**config.mk**
```make
export PLATFORM = sky130hd
export DESIGN_NAME = systolic_seq_ctrl
export DESIGN_NICKNAME = d
export VERILOG_FILES = /design/src/rtl/systolic_seq_ctrl.sv
export SDC_FILE = /design/constraint.sdc
export NUM_CORES = 1
export LEC_CHECK = 0
export CORE_MARGIN = 3
export CORE_UTILIZATION = 35
export DETAILED_ROUTE_END_ITERATION = 12
export PLACE_DENSITY_LB_ADDON = 0.12
export SYNTH_ARGS = -nofsm -noshare
export SYNTH_HDL_FRONTEND = slang
export SYNTH_SLANG_ARGS = --single-unit
```
**constraint.sdc**
```tcl
create_clock -name clk -period 3.5 [get_ports clk]
set_clock_uncertainty 0.1 [all_clocks]
set_input_delay 0.35 -clock clk [delete_from_list [all_inputs] [get_ports clk]]
set_output_delay 0.35 -clock clk [all_outputs]
set_load 0.01 [all_outputs]
```
**src/rtl/systolic_seq_ctrl.sv**
```systemverilog
// systolic_seq_ctrl: sequences weight fetch/load, skewed activation streaming and result tracking
// for an N x N weight-stationary systolic array.
module systolic_seq_ctrl #(
    parameter int DATA_WIDTH = 4,
    parameter int N = 4
) (
    input  logic                    clk,
    input  logic                    reset,
    input  logic                    start,
    input  logic [7:0]              num_vecs,
    output logic                    busy,
    output logic                    done,
    input  logic                    w_valid,
    output logic                    w_ready,
    input  logic [N*DATA_WIDTH-1:0] w_data,
    input  logic                    a_valid,
    output logic                    a_ready,
    input  logic [N*DATA_WIDTH-1:0] a_data,
    output logic                    pe_load,
    output logic [N*DATA_WIDTH-1:0] pe_weight,
    output logic [N*DATA_WIDTH-1:0] pe_val,
    output logic [N-1:0]            col_valid
);
    localparam int W = N * DATA_WIDTH;
    localparam int IW = $clog2(N);
    localparam logic [7:0] ROWS = 8'(N - 1);
    localparam logic [7:0] LAST = 8'(2 * N - 2);

    typedef enum logic [2:0] {IDLE, WFETCH, WLOAD, STREAM, DRAIN, DONE} state_t;

    state_t state, state_n;
    logic [7:0] cnt, cnt_n, m_q;
    logic [W-1:0] tile [N];
    logic [W-1:0] weight_n;
    logic [IW-1:0] widx;
    logic [2*N-1:0] tk;
    logic w_beat, a_beat;

    assign w_beat = w_valid & w_ready;
    assign a_beat = a_valid & a_ready;
    assign col_valid = tk[2*N-1:N];

    always_comb begin
        state_n = state;
        cnt_n = cnt;
        case (state)
            IDLE: if (start) begin
                state_n = WFETCH;
                cnt_n = '0;
            end
            WFETCH: if (w_beat) begin
                state_n = (cnt == ROWS) ? WLOAD : WFETCH;
                cnt_n = (cnt == ROWS) ? '0 : cnt + 8'd1;
            end
            WLOAD: begin
                state_n = (cnt != LAST) ? WLOAD : (m_q != 8'd0) ? STREAM : DRAIN;
                cnt_n = (cnt == LAST) ? '0 : cnt + 8'd1;
            end
            STREAM: if (a_beat) begin
                state_n = (cnt + 8'd1 == m_q) ? DRAIN : STREAM;
                cnt_n = (cnt + 8'd1 == m_q) ? '0 : cnt + 8'd1;
            end
            DRAIN: begin
                state_n = (cnt == LAST) ? DONE : DRAIN;
                cnt_n = (cnt == LAST) ? '0 : cnt + 8'd1;
            end
            DONE: state_n = IDLE;
            default: state_n = IDLE;
        endcase
    end

    // Rows go out bottom-first, two cycles apart; the first one bypasses the
    // buffer because it is still being written on the entry edge.
    always_comb begin
        widx = IW'(N - 1) - cnt_n[IW:1];
        weight_n = (state_n != WLOAD || cnt_n[0]) ? '0 : (state == WFETCH) ? w_data : tile[widx];
    end

    always_ff @(posedge clk) begin
        if (reset) begin
            state <= IDLE;
            cnt <= '0;
            m_q <= '0;
            for (int r = 0; r < N; r++) tile[r] <= '0;
            busy <= 1'b0;
            done <= 1'b0;
            w_ready <= 1'b0;
            a_ready <= 1'b0;
            pe_load <= 1'b0;
            pe_weight <= '0;
            tk <= '0;
        end else begin
            state <= state_n;
            cnt <= cnt_n;
            if (state == IDLE && start) m_q <= num_vecs;
            if (state == WFETCH && w_beat) tile[cnt[IW-1:0]] <= w_data;
            busy <= state_n != IDLE;
            done <= state_n == DONE;
            w_ready <= state_n == WFETCH;
            a_ready <= state_n == STREAM;
            pe_load <= state_n == WLOAD;
            pe_weight <= weight_n;
            tk <= {tk[2*N-2:0], a_beat};
        end
    end

    for (genvar k = 0; k < N; k++) begin : g_lane
        logic [DATA_WIDTH-1:0] sr [k+1];
        always_ff @(posedge clk) begin
            if (reset) begin
                for (int d = 0; d <= k; d++) sr[d] <= '0;
            end else begin
                sr[0] <= a_beat ? a_data[k*DATA_WIDTH +: DATA_WIDTH] : '0;
                for (int d = 1; d <= k; d++) sr[d] <= sr[d-1];
            end
        end
        assign pe_val[k*DATA_WIDTH +: DATA_WIDTH] = sr[k];
    end
endmodule

```
* Yosys cells after proc, flatten, opt, wreduce, memory -nomap -nowiden
Memories as Yosys holds them, arrays and structs flattened. A register that Yosys moved wholly into a read port is not among the register bits. Cells that the tools add are included. Widths: inputs -> output; s select.
Word-level totals: register bits after elaboration 32, memory bits (writable) 104, input port bits 45, memories 5
Memories:
- tile | words 4, width 16, read ports 1, clocked after Yosys merged registers in 1, wr ports 4, RTL line 33 | logic [W-1:0] tile [N];
- g_lane[3].sr | words 4, width 4, read ports 4, clocked after Yosys merged registers in 0, wr ports 4, RTL line 108 | logic [DATA_WIDTH-1:0] sr [k+1];
- g_lane[2].sr | words 3, width 4, read ports 3, clocked after Yosys merged registers in 0, wr ports 3, RTL line 108
- g_lane[1].sr | words 2, width 4, read ports 2, clocked after Yosys merged registers in 0, wr ports 2, RTL line 108
- g_lane[0].sr | words 1, width 4, read ports 1, clocked after Yosys merged registers in 0, wr ports 1, RTL line 108
Operators by class: $add $sub $neg 2, equality and inequality tests 16, mux-type cells 40, bitwise logic cells 11, reduce and logical (&&, ||, !) cells 12
Operators by type and width (number):
- $mux 4 | 14
- $mux 8 | 6
- $pmux 8 s4 | 1
- $mux 3 | 6
- $mux 16 | 1
- $reduce_or 16->1 | 1
- $pmux 3 s5 | 1
- $eq 3x2->1 const B | 4
- $mux 1 | 9
- $or 1x1->1 | 9
- $add 8x1->8 const B | 1
- $eq 8x2->1 const B | 1
- $eq 8x3->1 const B | 1
- $eq 8x8->1 | 1
- $ne 8x3->1 const B | 1
- $reduce_bool 8->1 | 1
- $eq 3x1->1 const B | 2
- $eq 3x3->1 const B | 2
- $ne 2x2->1 const B | 3
- $mux 2 | 2
- $reduce_and 4->1 | 1
- $reduce_bool 4->1 | 1
- $reduce_or 2->1 | 2
- $reduce_or 4->1 | 1
- other kinds (7) | 9

* Longest topological paths before layout
Gate-level depths: netlist of run 1.
word-level depth 8, depth in mapped cells 14

* Worst setup path after synthesis of run 1
No wires, ideal clock.
path type register to register, from register cnt[0], to register pe_weight[0], read port of tile, data arrival time 2.739 ns, data required time 3.286 ns, slack 0.547 ns, cell stages (with the launch flop) 14, cells stage by stage dfxtp_1 buf_6 inv_1 ha_1 xnor2_1 nor2_1 nand4_2 o21ai_1 a21boi_1 or4_1 and4b_1 buf_6 buf_12 o2bb2ai_2
Between the ends: longest elaborated chain between the ends 8
RTL lines:
- start, declared | RTL line 32 | logic [7:0] cnt, cnt_n, m_q;
- start signal, assigned | RTL line 94 | cnt <= cnt_n;
- $add 8x1->8
- $eq 8x8->1 | RTL line 60, 61
- $mux 3 | RTL line 60 | state_n = (cnt + 8'd1 == m_q) ? DRAIN : STREAM;
- $mux 3 | RTL line 59 | STREAM: if (a_beat) begin
- $pmux 3 s5 | RTL line 46 | case (state)
- $ne 3x2->1 | RTL line 76 | weight_n = (state_n != WLOAD || cnt_n[0]) ? '0 : (state == WFETCH) ? w_data : tile[widx];
- $logic_or 1x1->1 | RTL line 76
- $reduce_or 2->1 (no source line)
- end, declared | RTL line 20 | output logic [N*DATA_WIDTH-1:0] pe_weight,
Several ways; a longest one is shown, not always the timed one. The select of a mux whose other input is x is not followed. A chain may end at the register's enable or synchronous reset.

* Worst setup path after layout of run 1
from register cnt[1], to register pe_weight[8], read port of tile
The elaborated chain is that of the path after synthesis.

==> results of run 1 <==
synthesized netlist by cell type (2+ instances only):
library cell / n / area share
a21boi_0: 3 / 0.0034
a21o_1: 2 / 0.0023
a21oi_1: 15 / 0.011
a31oi_1: 7 / 0.0066
and2_1: 83 / 0.079
and3_1: 3 / 0.0028
and4_1: 2 / 0.0026
buf_2: 2 / 0.0015
buf_4: 18 / 0.020
buf_6: 10 / 0.017
clkbuf_1: 15 / 0.0085
dfxtp_1: 88 / 0.27
edfxtp_1: 64 / 0.29
ha_1: 2 / 0.0038
inv_1: 4 / 0.0023
mux2_2: 16 / 0.027
mux2i_1: 33 / 0.050
nand2_1: 28 / 0.016
nand3_1: 4 / 0.0030
nand4_1: 3 / 0.0028
nand4_2: 3 / 0.0057
nor2_1: 19 / 0.011
nor2b_1: 34 / 0.032
nor3_1: 6 / 0.0045
nor3b_1: 2 / 0.0023
nor4_1: 3 / 0.0028
o21ai_0: 8 / 0.0061
o21ai_2: 3 / 0.0040
o2bb2ai_1: 5 / 0.0066
o2bb2ai_2: 10 / 0.023
or2_2: 4 / 0.0038
or3_1: 6 / 0.0057
or4_2: 2 / 0.0026
xnor2_1: 5 / 0.0066
xnor2_2: 3 / 0.0074
xor2_1: 3 / 0.0040
flip-flops by register name (all words and copies together), names as in the netlist:
signal     cells
tile          64
g_lane.sr     40
pe_weight     16
cnt            8
m_q            8
tk             8
state          3
a_ready        1
busy           1
done           1
pe_load        1
w_ready        1
logic make-up after synthesis:
family / count (synthesis) / synth area share
flops: 152 / 0.557
buf+inv: 51 / 0.0549
simple gates: 217 / 0.199
fa+ha+maj: 2 / 0.00378
compound gates: 71 / 0.0901
mux: 49 / 0.0772
xor+xnor: 11 / 0.0180
worst max-delay path by stage:
stage	from	end	slack, ns	depth (start not counted)
finish	cnt[1]	pe_weight[8]	0.30	10
global route	cnt[0]	pe_weight[15]	0.09	11
CTS	cnt[0]	pe_weight[8]	0.19	11
detailed placement	cnt[0]	pe_weight[8]	0.20	11
global placement	cnt[0]	pe_weight[8]	0.24	11
floorplan	cnt[0]	pe_weight[0]	0.55	13
routing by layer:
metal	vias to the layer above	part of all wire	GRT usage
li1	2072	-	-
met1	1999	0.47	0.190
met2	99	0.47	0.225
met3	8	0.057	0.0476
met4	0	0.0077	0.0342
met5	-	0	0
power by group:
part           internal, mW  switching (mW)  total [mW]
clock                 0.981           0.799        1.78
combinational        0.0890          0.0992       0.188
sequential             1.88          0.0205        1.90
critical path, cell delays in order, from the launching register on:
cell	delay (ns)
dfxtp_1	0.44
ha_1	0.43
xor2_1	0.26
xnor2_2	0.14
nand4_2	0.15
o21ai_1	0.23
a21boi_1	0.17
or4_1	0.55
and4b_1	0.24
buf_12	0.17
a2bb2o_4	0.21
layout make-up:
class	count	area [sq um]
Clock buffer	18	450
Timing Repair Buffer	100	996
Tap cell	229	287
Multi-Input combinational cell	350	2570
Clock inverter	14	126
Inverter	4	15.0
Fill cell	1694	10100
Sequential cell	152	3680
==> impl_metrics.yaml, run 1 <==
synthesis:
  ys_types: 71
  syn_area_sq_um: 6610
  synth_ff_type: "dfxtp_1"
  yosys_warnings: 0
  async_flop_share: 0
  syn_area_per_cell_sq_um: 12.0
  yosysSeqAreaShare: 0.557
  synth.net_count: 600
  synth_edf_count: 64
  synth-seq-cells: 152
  synthCells: 553
clock_network:
  clk-insertion-delay-late_ns: 0.41
  clockBufferDepth: 2
  holdBufCountCts: 0
  clock-root-buffer: "clkbuf_16"
  cts_num_sinks: 152
  post_cts_buffers: 0
  tritoncts: "yes"
  clk_pin_slew_ns: 0.07
  ctsResizeCount: 0
  cts_made_buffers: 17
  htreeDepth: 4
die:
  coreArea_sq_um: 18300
  die_x_um: 143
  rows: 49
  die_y_um: 143
  die_area_sq_um: 20600
  initial_core_util: 0.362
  io_pins: 86
power:
  powerDensity_nw_per_um2: 476
  power.total_mw: 3.87
  vdd_drop_max_mv: 0.372
  p_leak_nw: 3.19
route:
  first_iter_violations: 181
  drtAntennaViolNets: 0
  wire_per_inst_um: 16.6
  via_per_inst: 4.82
  num_vias: 4178
  totalWireLength_um: 14400
  drc: 0
  drt_first_pass_iters: 4
timing:
  finalSetupViolCount: 0
  rsz0062_at_grt: "no"
  slew_viol_final: 0
  worst_slew_pin_slew_ns: 0.854
  period_share: 0.913
  setup_ws_ns: 0.303
  fin_crit_ns: 3.20
  clock.fmax_ghz: 0.313
  holdWs_ns: 0.236
  finalHoldViolCount: 0
  fin_setup_tns_ns: 0
  slew_headroom: 0.429
placement:
  place.gp.congestion: 0.857
  portBuffers: 85
  dp_slack_ns: 0.201
  dp.cells: 835
  hpwl_um: 9130
  postPlaceCellArea_sq_um: 7550
hold_path:
  min_from: "reset"
  hp-class: "in -> reg"
  hold-path-cell-count: 2
  hold_end: "m_q[1]"
cells_and_area:
  n_antenna_cell: 0
  final_common_cell: "dfxtp_1"
  nets: 672
  syn_to_final_growth_pct: 22.9
  final_area_sq_um: 8130
  drive_gt1_frac: 0.169
  final-instance-count-excl-fill: 867
  final_cell_mix: "87 x dfxtp_1, 84 x clkdlybuf4s50_1, 83 x and2_1"
  final_util: 0.445
worst_setup_path:
  r2r_start: "cnt[1]"
  path_class: "reg -> reg"
  timing.rr.end: "pe_weight[8]"
  worst-r2r-cell-count: 10
  cp.arrival_ns: 3.41
  cp-start-kind: "flop"
  rrSetupSlack_ns: 0.30
  critPathRequiredTime_ns: 3.72
  worstPathMaxFanout: 16
  end_kind: "flop"
grt:
  antenna_found_initial: 0
  gr-total-overflow: 0
  grt_pass1_vias: 4222
  grt_max_degree: 42
  grt_pass1_wl_um: 22700
  grt_util_all_layers: 0.142
run_status:
  outcome: "completed"
job:
  maxCapViolations: 0
(Power assumes the default switching activity.)
==> run 2, diff against run 1 <==
--- a/config.mk
+++ b/config.mk
@@ -5,10 +5,12 @@
 export SDC_FILE = /design/constraint.sdc
 export NUM_CORES = 1
 export LEC_CHECK = 0
-export CORE_MARGIN = 3
+export CORE_MARGIN = 2
 export CORE_UTILIZATION = 35
+export CTS_CLUSTER_SIZE = 10
 export DETAILED_ROUTE_END_ITERATION = 12
 export PLACE_DENSITY_LB_ADDON = 0.12
+export SKIP_CTS_REPAIR_TIMING = 1
 export SYNTH_ARGS = -nofsm -noshare
 export SYNTH_HDL_FRONTEND = slang
 export SYNTH_SLANG_ARGS = --single-unit
==> impl_metrics.yaml, run 2 (synthesis results as in run 1) <==
power:
  pwr-share-comb: 0.047
  vdd_drop_max_mv: 0.359
  p_switching_mw: 0.905
  powerDensity_nw_per_um2: 491
  power.total_mw: 4.00
  intPower_mw: 3.10
  pwr-share-seq: 0.475
  p_clk_frac: 0.479
  p_leak_nw: 3.20
  switching_share: 0.226
timing:
  fin_crit_ns: 3.23
  finalSetupViolCount: 0
  finalHoldViolCount: 0
  holdWs_ns: 0.153
  worst_slew_pin_slew_ns: 0.891
  clock.fmax_ghz: 0.310
  fin_setup_tns_ns: 0
  slew_headroom: 0.403
  slew_viol_final: 0
  period_share: 0.922
  rsz0062_at_grt: "no"
cells_and_area:
  top_register: "tile"
  syn_to_final_growth_pct: 23.3
  nets: 670
  largest_reg_flops: 64
  n_antenna_cell: 0
  final_common_cell: "dfxtp_1"
  regArea_sq_um: 3680
  final_util: 0.437
  drive_gt1_frac: 0.167
  num-fill-cells: 1744
  final_area_sq_um: 8150
  reg_top3: "tile x64, g_lane.sr x40, pe_weight x16"
  multiInputGateArea_sq_um: 2570
  final_cell_mix: "87 x dfxtp_1, 84 x clkdlybuf4s50_1, 83 x and2_1"
worst_setup_path:
  cp-start-kind: "flop"
  crit_chain: "ha_1 -> xor2_1 -> xnor2_2 -> nand4_2 -> o21ai_1 -> a21boi_1 -> or4_1 -> a31oi_1 -> o21ai_2 -> buf_4 -> o2bb2ai_1"
  worstPathMaxFanout: 12
  end_kind: "flop"
  cp.arrival_ns: 3.48
  path_class: "reg -> reg"
  critPathRequiredTime_ns: 3.75
  crit_buf_inv: 1
  slowest_stage: "or4_1"
  path_delay_family: "compound AO/OA/AOI/OAI gates"
  cpPeakStageDelay_ns: 0.55
placement:
  portBuffers: 85
  place.gp.congestion: 0.879
  postPlaceCellArea_sq_um: 7530
  hpwl_um: 9030
job:
  maxCapViolations: 0
clock_network:
  clk_pin_slew_ns: 0.07
  clk-insertion-delay-late_ns: 0.43
  tritoncts: "yes"
  htreeDepth: 4
  clock-root-buffer: "clkbuf_16"
  cts_made_buffers: 17
  cts_num_sinks: 152
  clockBufferDepth: 2
grt:
  antenna_found_initial: 0
  grt_pass1_wl_um: 22100
  grt_util_all_layers: 0.145
  grt_pass1_vias: 4230
  grt_max_degree: 47
  gr-total-overflow: 0
route:
  drtAntennaViolNets: 0
  drt_first_pass_iters: 4
  first_iter_violations: 178
  via_per_inst: 4.81
  num_vias: 4186
  wire_per_inst_um: 16.1
  totalWireLength_um: 14000
  drc: 0
die:
  rows: 50
  die_y_um: 141
  die_area_sq_um: 20000
  coreArea_sq_um: 18600
  io_pins: 86
  die_x_um: 141
  initial_core_util: 0.355
hold_path:
  hp-class: "in -> reg"
run_status:
  outcome: "completed"
[run 2: cell type report]
| class | count | area share |
|---|---|---|
| clock buffer | 20 | 0.0614 |
| tap | 234 | 0.0359 |
| sequential | 152 | 0.452 |
| timing repair buffer | 98 | 0.119 |
| multi-input combinational | 350 | 0.315 |
| clock inverter | 12 | 0.0152 |
| inverter | 4 | 0.00184 |
[run 2: final timing paths]
| kind | slack (ns) | cells past startpoint | startpoint | endpoint |
|---|---|---|---|---|
| max reg2reg | 0.27 | 11 | cnt[1] | pe_weight[15] |
| max | 0.27 | 11 | cnt[1] | pe_weight[15] |
| min reg2reg | 0.33 | 1 | g_lane[2].sr[0][5] | g_lane[2].sr[0][9] |
| min | 0.15 | 2 | reset | cnt[1] |
[run 2: worst reg2reg max path, stage by stage (launching register included)]
cell and delay (ns):
dfxtp_1 0.46, ha_1 0.40, xor2_1 0.26, xnor2_2 0.14
nand4_2 0.14, o21ai_1 0.24, a21boi_1 0.18, or4_1 0.55
a31oi_1 0.23, o21ai_2 0.09, buf_4 0.20, o2bb2ai_1 0.16
[run 2: routing by layer]
metal	vias up	track usage	part of all wire
met5	-	0	0
met4	0	0.0584	0.014
met3	15	0.0418	0.057
met2	105	0.244	0.49
met1	2005	0.177	0.44
li1	2061	-	-
[run 2: metrics by stage]
stage          cells  setup slack [ns]
6_report         870             0.274
5_1_grt          870            0.0262
4_1_cts          870             0.141
3_5_place_dp     838             0.154
3_3_place_gp     838             0.284
2_1_floorplan    553             0.547
[run 2: power groups by stage]
stage               Combinational, mW  Clock [mW]  Sequential, mW
global placement                0.187           0            1.94
finish                          0.186        1.92            1.90
floorplan                      0.0982           0            1.93
detailed placement              0.189           0            1.94
CTS                             0.190        1.96            1.90
global route                    0.205        2.03            1.90
